[config.mk]
export PLATFORM = sky130hd
export DESIGN_NAME = imem_loader
export DESIGN_NICKNAME = d
export VERILOG_FILES = /design/src/rtl/imem_loader.sv
export SDC_FILE = /design/constraint.sdc
export NUM_CORES = 1
export LEC_CHECK = 0
export ABC_CLOCK_PERIOD_IN_PS = 4100
export CAP_MARGIN = 20
export CELL_PAD_IN_SITES_DETAIL_PLACEMENT = 1
export CELL_PAD_IN_SITES_GLOBAL_PLACEMENT = 1
export CORE_MARGIN = 2
export CORE_UTILIZATION = 43
export DETAILED_ROUTE_END_ITERATION = 8
export GPL_ROUTABILITY_DRIVEN = 0
export GPL_TIMING_DRIVEN = 0
export PLACE_DENSITY = 0.9
export SYNTH_ARGS = -nofsm -noshare
export SYNTH_HDL_FRONTEND = slang
export SYNTH_SLANG_ARGS = --single-unit
[constraint.sdc]
create_clock -name clk -period 4.1 [get_ports clk]
set_clock_uncertainty 0.15 [all_clocks]
set_input_delay 0.82 -clock clk [delete_from_list [all_inputs] [get_ports clk]]
set_output_delay 0.82 -clock clk [all_outputs]
set_load 0.01 [all_outputs]
[src/rtl/imem_loader.sv]
// Boot loader: length-prefixed byte stream -> little-endian 32-bit words into instruction memory.
// Holds the core in reset until every word of the image has been written.
module imem_loader #(
    parameter int IMEM_DEPTH = 256,
    parameter int ADDR_W     = 8
) (
    input  logic              clk,
    input  logic              rst,
    input  logic              start,
    input  logic              byte_valid,
    input  logic [7:0]        byte_data,
    output logic              byte_ready,
    output logic              imem_we,
    output logic [ADDR_W-1:0] imem_addr,
    output logic [31:0]       imem_wdata,
    output logic              cpu_rst,
    output logic              busy,
    output logic              done,
    output logic              err
);

    typedef enum logic [2:0] {
        S_IDLE, S_LEN_LO, S_LEN_HI, S_DATA, S_WRITE, S_DONE, S_ERR
    } state_t;

    localparam logic [16:0] DEPTH_L = 17'(IMEM_DEPTH);

    state_t      state, state_nx;
    logic [7:0]  len_lo;
    logic [15:0] len;
    logic [15:0] wcnt;
    logic [1:0]  bidx;
    logic        xfer;
    logic        load_init;
    logic        len_bad;
    logic        last_word;
    logic [15:0] len_rx;

    assign xfer      = byte_valid && byte_ready;
    assign load_init = (state == S_IDLE) || (start && (state == S_DONE || state == S_ERR));
    assign len_rx    = {byte_data, len_lo};
    assign len_bad   = (len_rx == 16'd0) || ({1'b0, len_rx} > DEPTH_L);
    assign last_word = ((wcnt + 16'd1) == len);

    // All status outputs decode straight from the state register.
    assign byte_ready = (state == S_LEN_LO) || (state == S_LEN_HI) || (state == S_DATA);
    assign busy       = byte_ready || (state == S_WRITE);
    assign imem_we    = (state == S_WRITE);
    assign cpu_rst    = (state != S_DONE);
    assign done       = (state == S_DONE);
    assign err        = (state == S_ERR);

    always_ff @(posedge clk or posedge rst) begin
        if (rst) state <= S_IDLE;
        else     state <= state_nx;
    end

    always_comb begin
        state_nx = state;
        case (state)
            S_IDLE:   if (start) state_nx = S_LEN_LO;
            S_LEN_LO: if (xfer) state_nx = S_LEN_HI;
            S_LEN_HI: if (xfer) state_nx = len_bad ? S_ERR : S_DATA;
            S_DATA:   if (xfer && bidx == 2'd3) state_nx = S_WRITE;
            S_WRITE:  state_nx = last_word ? S_DONE : S_DATA;
            S_DONE:   if (start) state_nx = S_LEN_LO;
            S_ERR:    if (start) state_nx = S_LEN_LO;
            default:  state_nx = S_IDLE;
        endcase
    end

    always_ff @(posedge clk or posedge rst) begin
        if (rst) begin
            len_lo     <= '0;
            len        <= '0;
            wcnt       <= '0;
            bidx       <= '0;
            imem_addr  <= '0;
            imem_wdata <= '0;
        end else if (load_init) begin
            wcnt      <= '0;
            bidx      <= '0;
            imem_addr <= '0;
        end else begin
            case (state)
                S_LEN_LO: if (xfer) len_lo <= byte_data;
                S_LEN_HI: if (xfer) len <= len_rx;
                S_DATA: if (xfer) begin
                    imem_wdata[8*bidx +: 8] <= byte_data;
                    bidx <= bidx + 2'd1;
                end
                S_WRITE: begin
                    wcnt <= wcnt + 16'd1;
                    // Address stays on the last word so a full-depth image never wraps to 0.
                    if (!last_word) imem_addr <= imem_addr + ADDR_W'(1);
                end
                default: ;
            endcase
        end
    end

endmodule

==> out/results.tsv, run 1 <==
stage	metric	value	unit
timing	drv_slew	0	
clocking	clock_path_buffers	2	
worst_hold_path	hold_class	reg2reg	
synthesis	netlist_instances	483	
layout	fin_util	53.2	%
clocking	cts_resized	0	
synthesis	synth-seq-area-share	47.1	%
place	port-buffer-count	57	
die	initial_utilization	43.9	%
global_routing	grt_max_degree	50	
clocking	cts_tree	built	
timing	period_share	93.6	%
global_routing	grt_overflow	0	
layout	nets	571	
critical_path	path_buf_inv	3	
detailed_routing	post_drt_wl_per_cell	19.3	µm
critical_path	cp-end-kind	primary output	
detailed_routing	firstDrtPassIters	4	
pwr	ir_worst_vdd	0.318	mV
die	die_area	11300	µm²
critical_path	crit_path_frequent_cell	clkbuf_1	
global_routing	grt_pass1_wl	22200	µm
detailed_routing	post_drt_via_cell_ratio	5.79	
synthesis	avgSynthCellArea	9.34	µm²
clocking	insertion_delay	0.38	ns
timing	setup_violations	0	
critical_path	cp.arrival	2.87	ns
timing	layout_setup_ws	0.260	ns
detailed_routing	antenna_left	0	
timing	slew_headroom	25.9	%
die	coreArea	10300	µm²
critical_path	cp-start-kind	register	
synthesis	syn-num-nets	502	
timing	fin_crit	3.84	ns
synthesis	synthFlopType	dfrtp_1	
timing	holdWs	0.344	ns
layout	layout.cells.most_common	nand2_1	
die	std_cell_rows	37	
timing	fmax	260	MHz
detailed_routing	drc	0	
die	die_width	106	µm
layout	fin_cells	693	
critical_path	cp_max_fo	10	
layout	n_antenna_cell	0	
global_routing	track_usage	25.2	%
layout	layout_common_cells	nand2_1 (100), dfrtp_1 (85), clkdlybuf4s50_1 (57)	
place	placed_cells	677	
critical_path	worstPathRequired	3.13	ns
critical_path	path_class	reg2out	
global_routing	grt_pass1_vias	4348	
detailed_routing	wirelength	13400	µm
critical_path	crit_family	buffers and inverters	
clocking	numCtsBuffers	9	
synthesis	synth_top_area_share	47.1	%
pwr	p_per_area	637	nW/µm²
critical_path	cp_cell_sequence	clkbuf_1, nor2_1, clkbuf_1, xnor2_1, clkdlybuf4s50_1	
timing	grt_setup_unrepaired	false	
synthesis	synth-async-reset-ratio	100	%
clocking	cts_setup_buffers	0	
die	io_pins	58	
synthesis	yosysWarnings	0	
critical_path	cpPeakStageDelay	0.68	ns
synthesis	synth_area_leader_cell	dfrtp_1	
pwr	p_total	3.48	mW
synthesis	synth_edf_count	0	
place	dp_slack	0.694	ns
clocking	cts_htree_levels	3	
synthesis	synth_cell_types	53	
detailed_routing	detail_route.iter0.violations	190	
layout	drive_gt1_share	10.4	%
clocking	clock-root-buffer	clkbuf_8	
timing	worstMarginPinSlew	1.11	ns
critical_path	reg2reg_setup_slack	1.16	ns
clocking	ctsHoldBuffers	0	
synthesis	yosys-top-cells-area	dfrtp_1 (47%), nand2_1 (8.3%), o21ai_0 (6.2%)	
synthesis	syn_area	4510	µm²
detailed_routing	vias	4012	
synthesis	ys_ff_latch	85	
global_routing	antenna_found_initial	0	
clocking	clkTransAtPathRegs	0.09	ns
timing	final-hold-violation-count	0	
place	hpwl	9580	µm
pwr	p_leak	2.23	nW
run	drv_cap	0	
layout	area_delta_synth_final	21.1	%
clocking	cts.sinks	85	
run_status	status	completed	
die	die_y	106	µm
critical_path	crit_slowest_cell	nor2_1	
[layout make-up]
| type | count | area (µm²) |
|---|---|---|
| Fill cell | 1213 | 4810 |
| Multi-Input combinational cell | 360 | 2220 |
| Sequential cell | 85 | 2130 |
| Timing Repair Buffer | 58 | 598 |
| Tap cell | 136 | 170 |
| Clock buffer | 10 | 138 |
| Buffer | 28 | 124 |
| Clock inverter | 6 | 43.8 |
| Inverter | 10 | 40.0 |
[cells by family (layout without fill, tap and decap cells)]
group | Yosys count | in the layout | synth area share (%)
xor gates and xnor gates | 20 | 20 | 3.88
muxes | 36 | 36 | 8.65
adders and majority gates | 7 | 7 | 1.94
AOI/OAI and AO/OA | 103 | 103 | 13.6
and+or+nand+nor | 194 | 194 | 21.2
DFF | 85 | 85 | 47.1
buffers and inverters | 38 | 112 | 3.58
[synthesized netlist by cell type, types with 2 or more instances]
| cell type | count |
|---|---|
| a21oi_1 | 19 |
| a31oi_1 | 2 |
| o211a_1 | 2 |
| o21ai_0 | 56 |
| and2_1 | 5 |
| ha_1 | 7 |
| xnor2_1 | 12 |
| nor4_2 | 2 |
| inv_1 | 9 |
| clkbuf_1 | 20 |
| nor2b_1 | 6 |
| o31ai_1 | 3 |
| dfrtp_1 | 85 |
| nand2_1 | 100 |
| mux2_2 | 24 |
| xor2_1 | 8 |
| buf_2 | 6 |
| nand4b_1 | 2 |
| nand3_1 | 19 |
| or4_1 | 3 |
| nand2b_1 | 4 |
| mux2i_1 | 12 |
| and3_1 | 8 |
| nor4_1 | 4 |
| or3_1 | 4 |
| nor2_1 | 12 |
| o21a_1 | 2 |
| nor3b_1 | 4 |
| o211ai_1 | 4 |
| nor3_1 | 9 |
| nand4_1 | 8 |
[worst paths after layout]
path	startpoint	to	cells after the start
min in group asynchronous	rst	imem_wdata[7]	2
max in group asynchronous	rst	wcnt[7]	3
hold / removal	imem_wdata[9]	imem_wdata[9]	2
setup reg to reg	wcnt[0]	imem_addr[1]	9
setup / recovery	state[1]	busy	5
hold reg to reg	imem_wdata[9]	imem_wdata[9]	2
[sequential cells by signal (all words and copies together) (netlist names)]
| name | count |
|---|---|
| imem_addr | 8 |
| wcnt | 16 |
| len_lo | 8 |
| bidx | 2 |
| imem_wdata | 32 |
| len | 16 |
| state | 3 |
[worst min-delay path, stage by stage (launching register included)]
cell and delay, ns:
dfrtp_1 0.35, nand2_1 0.05, o21ai_0 0.06
[report_power, final]
part	total [mW]	internal (mW)	switching, mW
combinational	1.61	0.678	0.933
clock	0.572	0.240	0.332
sequential	1.30	1.08	0.216
total	3.48	2.00	1.48
[layer usage]
metal / wire length [µm] / GRT usage [%] / vias to the layer above
met5: 0 / 0 / -
met4: 331 / 10.9 / 0
met3: 464 / 3.13 / 27
met2: 6870 / 42.3 / 89
met1: 5700 / 32.9 / 2070
li1: - / - / 1826
[per-stage QoR]
stage / cell area [µm²] / TNS (ns)
after global routing: 5470 / 0
after floorplan: 4510 / 0
final: 5470 / 0
after global placement: 5250 / -33.41
after detailed placement: 5280 / 0
after CTS: 5470 / 0
Power figures use the tool's default switching activity.
==> run 2, diff against run 1 <==
==> config.mk (replaced) <==
export PLATFORM = sky130hd
export DESIGN_NAME = imem_loader
export DESIGN_NICKNAME = d
export VERILOG_FILES = /design/src/rtl/imem_loader.sv
export SDC_FILE = /design/constraint.sdc
export NUM_CORES = 1
export LEC_CHECK = 0
export ABC_AREA = 1
export ABC_CLOCK_PERIOD_IN_PS = 4100
export CAP_MARGIN = 20
export CELL_PAD_IN_SITES_DETAIL_PLACEMENT = 1
export CELL_PAD_IN_SITES_GLOBAL_PLACEMENT = 1
export CORE_UTILIZATION = 41
export DETAILED_ROUTE_END_ITERATION = 8
export GPL_ROUTABILITY_DRIVEN = 0
export GPL_TIMING_DRIVEN = 0
export PLACE_DENSITY = 0.89
export SYNTH_ARGS = -nofsm -noshare
export SYNTH_HDL_FRONTEND = slang
export SYNTH_SLANG_ARGS = --single-unit
==> out/results.tsv, run 2 <==
stage	metric	value	unit
place	hpwl	10400	µm
critical_path	cpPeakStageDelay	0.66	ns
critical_path	cp.arrival	2.61	ns
layout	n_fill_cell	1377	
layout	layout_common_cells	nand2_1 (159), dfrtp_1 (85), inv_1 (71)	
critical_path	path_buf_inv	3	
critical_path	cp_max_fo	10	
clocking	cts_setup_buffers	0	
detailed_routing	wirelength	14400	µm
clocking	ctsHoldBuffers	0	
timing	grt_setup_unrepaired	false	
timing	holdWs	0.342	ns
clocking	cts_htree_levels	3	
clocking	insertion_delay	0.34	ns
detailed_routing	post_drt_wl_per_cell	17.3	µm
critical_path	cp-start-kind	register	
critical_path	cp_cell_sequence	nor2_1, nand2_1, inv_1, clkbuf_1, clkdlybuf4s50_1	
layout	area_delta_synth_final	23.2	%
clocking	cts_resized	0	
synthesis	avgSynthCellArea	7.55	µm²
clocking	cts.sinks	85	
pwr	ir_worst_vdd	0.404	mV
detailed_routing	post_drt_via_cell_ratio	5.44	
critical_path	crit_slowest_cell	clkdlybuf4s50_1	
pwr	p_per_area	685	nW/µm²
die	io_pins	58	
global_routing	grt_pass1_wl	23700	µm
die	die_area	11800	µm²
clocking	clkTransAtPathRegs	0.07	ns
synthesis	ys_ff_latch	85	
timing	fmax	279	MHz
synthesis	yosys-top-cells-area	dfrtp_1 (46%), nand2_1 (13%), nand3_1 (6.1%)	
synthesis	netlist_instances	617	
place	port-buffer-count	57	
place	dp_slack	0.917	ns
clocking	clock-root-buffer	clkbuf_16	
layout	n_antenna_cell	0	
synthesis	syn-num-nets	636	
timing	worstMarginPinSlew	0.727	ns
critical_path	path_class	reg2out	
layout	nets	705	
clocking	numCtsBuffers	9	
clocking	cts_tree	built	
timing	slew_headroom	51.2	%
critical_path	worstPathRequired	3.13	ns
timing	fin_crit	3.58	ns
detailed_routing	firstDrtPassIters	5	
die	die_y	109	µm
layout	layout.cells.most_common	nand2_1	
detailed_routing	drc	0	
critical_path	crit_family	buffers and inverters	
synthesis	synth-seq-area-share	45.7	%
pwr	p_total	3.93	mW
timing	setup_violations	0	
timing	final-hold-violation-count	0	
layout	drive_gt1_share	6.66	%
synthesis	synth_edf_count	0	
layout	reg_top3	imem_wdata x32, len x16, wcnt x16	
synthesis	synth_cell_types	32	
global_routing	grt_pass1_vias	4916	
synthesis	yosysMostFrequentCell	nand2_1	
synthesis	synth_top_area_share	45.7	%
critical_path	cp-end-kind	primary output	
run	drv_cap	0	
global_routing	antenna_found_initial	0	
timing	drv_slew	0	
die	initial_utilization	42.6	%
layout	largest_reg_flops	32	
synthesis	syn_area	4660	µm²
synthesis	synthFlopType	dfrtp_1	
timing	period_share	87.3	%
layout	regMostFlops	imem_wdata	
die	coreArea	10900	µm²
layout	final_area	5740	µm²
detailed_routing	detail_route.iter0.violations	186	
global_routing	grt_overflow	0	
detailed_routing	antenna_left	0	
place	dpl-instance-area	5430	µm²
die	die_width	109	µm
run_status	status	completed	
global_routing	track_usage	26.2	%
global_routing	grt_max_degree	65	
clocking	clock_path_buffers	2	
synthesis	synthTopCellsByCount	nand2_1 (159), dfrtp_1 (85), inv_1 (72)	
worst_hold_path	hold_class	reg2reg	
pwr	p_leak	2.73	nW
die	std_cell_rows	38	
synthesis	synth_area_leader_cell	dfrtp_1	
synthesis	yosysWarnings	0	
synthesis	synth-async-reset-ratio	100	%
timing	layout_setup_ws	0.519	ns
detailed_routing	vias	4520	
run 2: changes by cell type in the layout (fill, tap and decap cells not counted), moves of 12 or more:
cell / previous run / this run
nor2_1: 12 / 67
inv_1: 8 / 71
a21oi_1: 19 / 42
mux2_2: 24 / 1
nand3_1: 19 / 57
nand2_1: 100 / 159
mux2i_1: 12 / 0
o21ai_0: 56 / 39
run 2: kinds of logic (layout without fill, tap and decap cells):
kind of cell | Yosys count | after routing | synth area share (%)
DFF | 85 | 85 | 45.7
buffers and inverters | 90 | 164 | 7.39
muxes | 1 | 1 | 0.242
AOI/OAI and AO/OA | 91 | 91 | 10.3
xor gates and xnor gates | 8 | 8 | 1.80
and+or+nand+nor | 335 | 335 | 32.7
adders and majority gates | 7 | 7 | 1.88
run 2: per-layer routing:
layer	vias to the layer above	wire (µm)	track usage, %	share of wire (%)
met5	-	0	0	0
li1	2134	-	-	-
met2	88	7510	47.7	52
met4	0	286	9.07	2.0
met3	28	509	5.18	3.5
met1	2270	6060	30.4	42
run 2: metrics by stage:
step / setup TNS [ns] / std cells / util (%)
CTS: 0 / 831 / 52.5
floorplan: 0 / 617 / -
detailed placement: 0 / 815 / 49.7
global route: 0 / 831 / 52.5
finish: 0 / 831 / 52.5
global placement: -37.56 / 814 / 49.4
run 2: cell type report:
class / instances / area, µm² / area share (%)
buffer: 17 / 70.1 / 1.22
clock buffer: 10 / 239 / 4.16
clock inverter: 6 / 67.6 / 1.18
inverter: 73 / 277 / 4.82
multi-input combinational: 442 / 2180 / 38.1
sequential: 85 / 2130 / 37.1
tap: 140 / 175 / 3.05
timing repair buffer: 58 / 598 / 10.4
run 2: final timing paths:
kind                           start              to  slack, ns  cells past startpoint
max in group asynchronous        rst         wcnt[6]       2.53                      3
min in group asynchronous        rst   imem_wdata[1]       0.63                      2
setup reg to reg             bidx[0]  imem_wdata[17]       1.63                      7
setup / recovery            state[1]         imem_we       0.52                      5
hold / removal             len_lo[2]       len_lo[2]       0.34                      2
hold reg to reg            len_lo[2]       len_lo[2]       0.34                      2
run 2: worst min-delay path, stage by stage, from the launching register on:
cell	delay (ns)
dfrtp_1	0.34
nand2_1	0.05
o21ai_0	0.06
run 2: power by group:
part	internal (mW)	switching [mW]
logic	0.672	1.00
registers	1.13	0.272
clock network	0.492	0.365
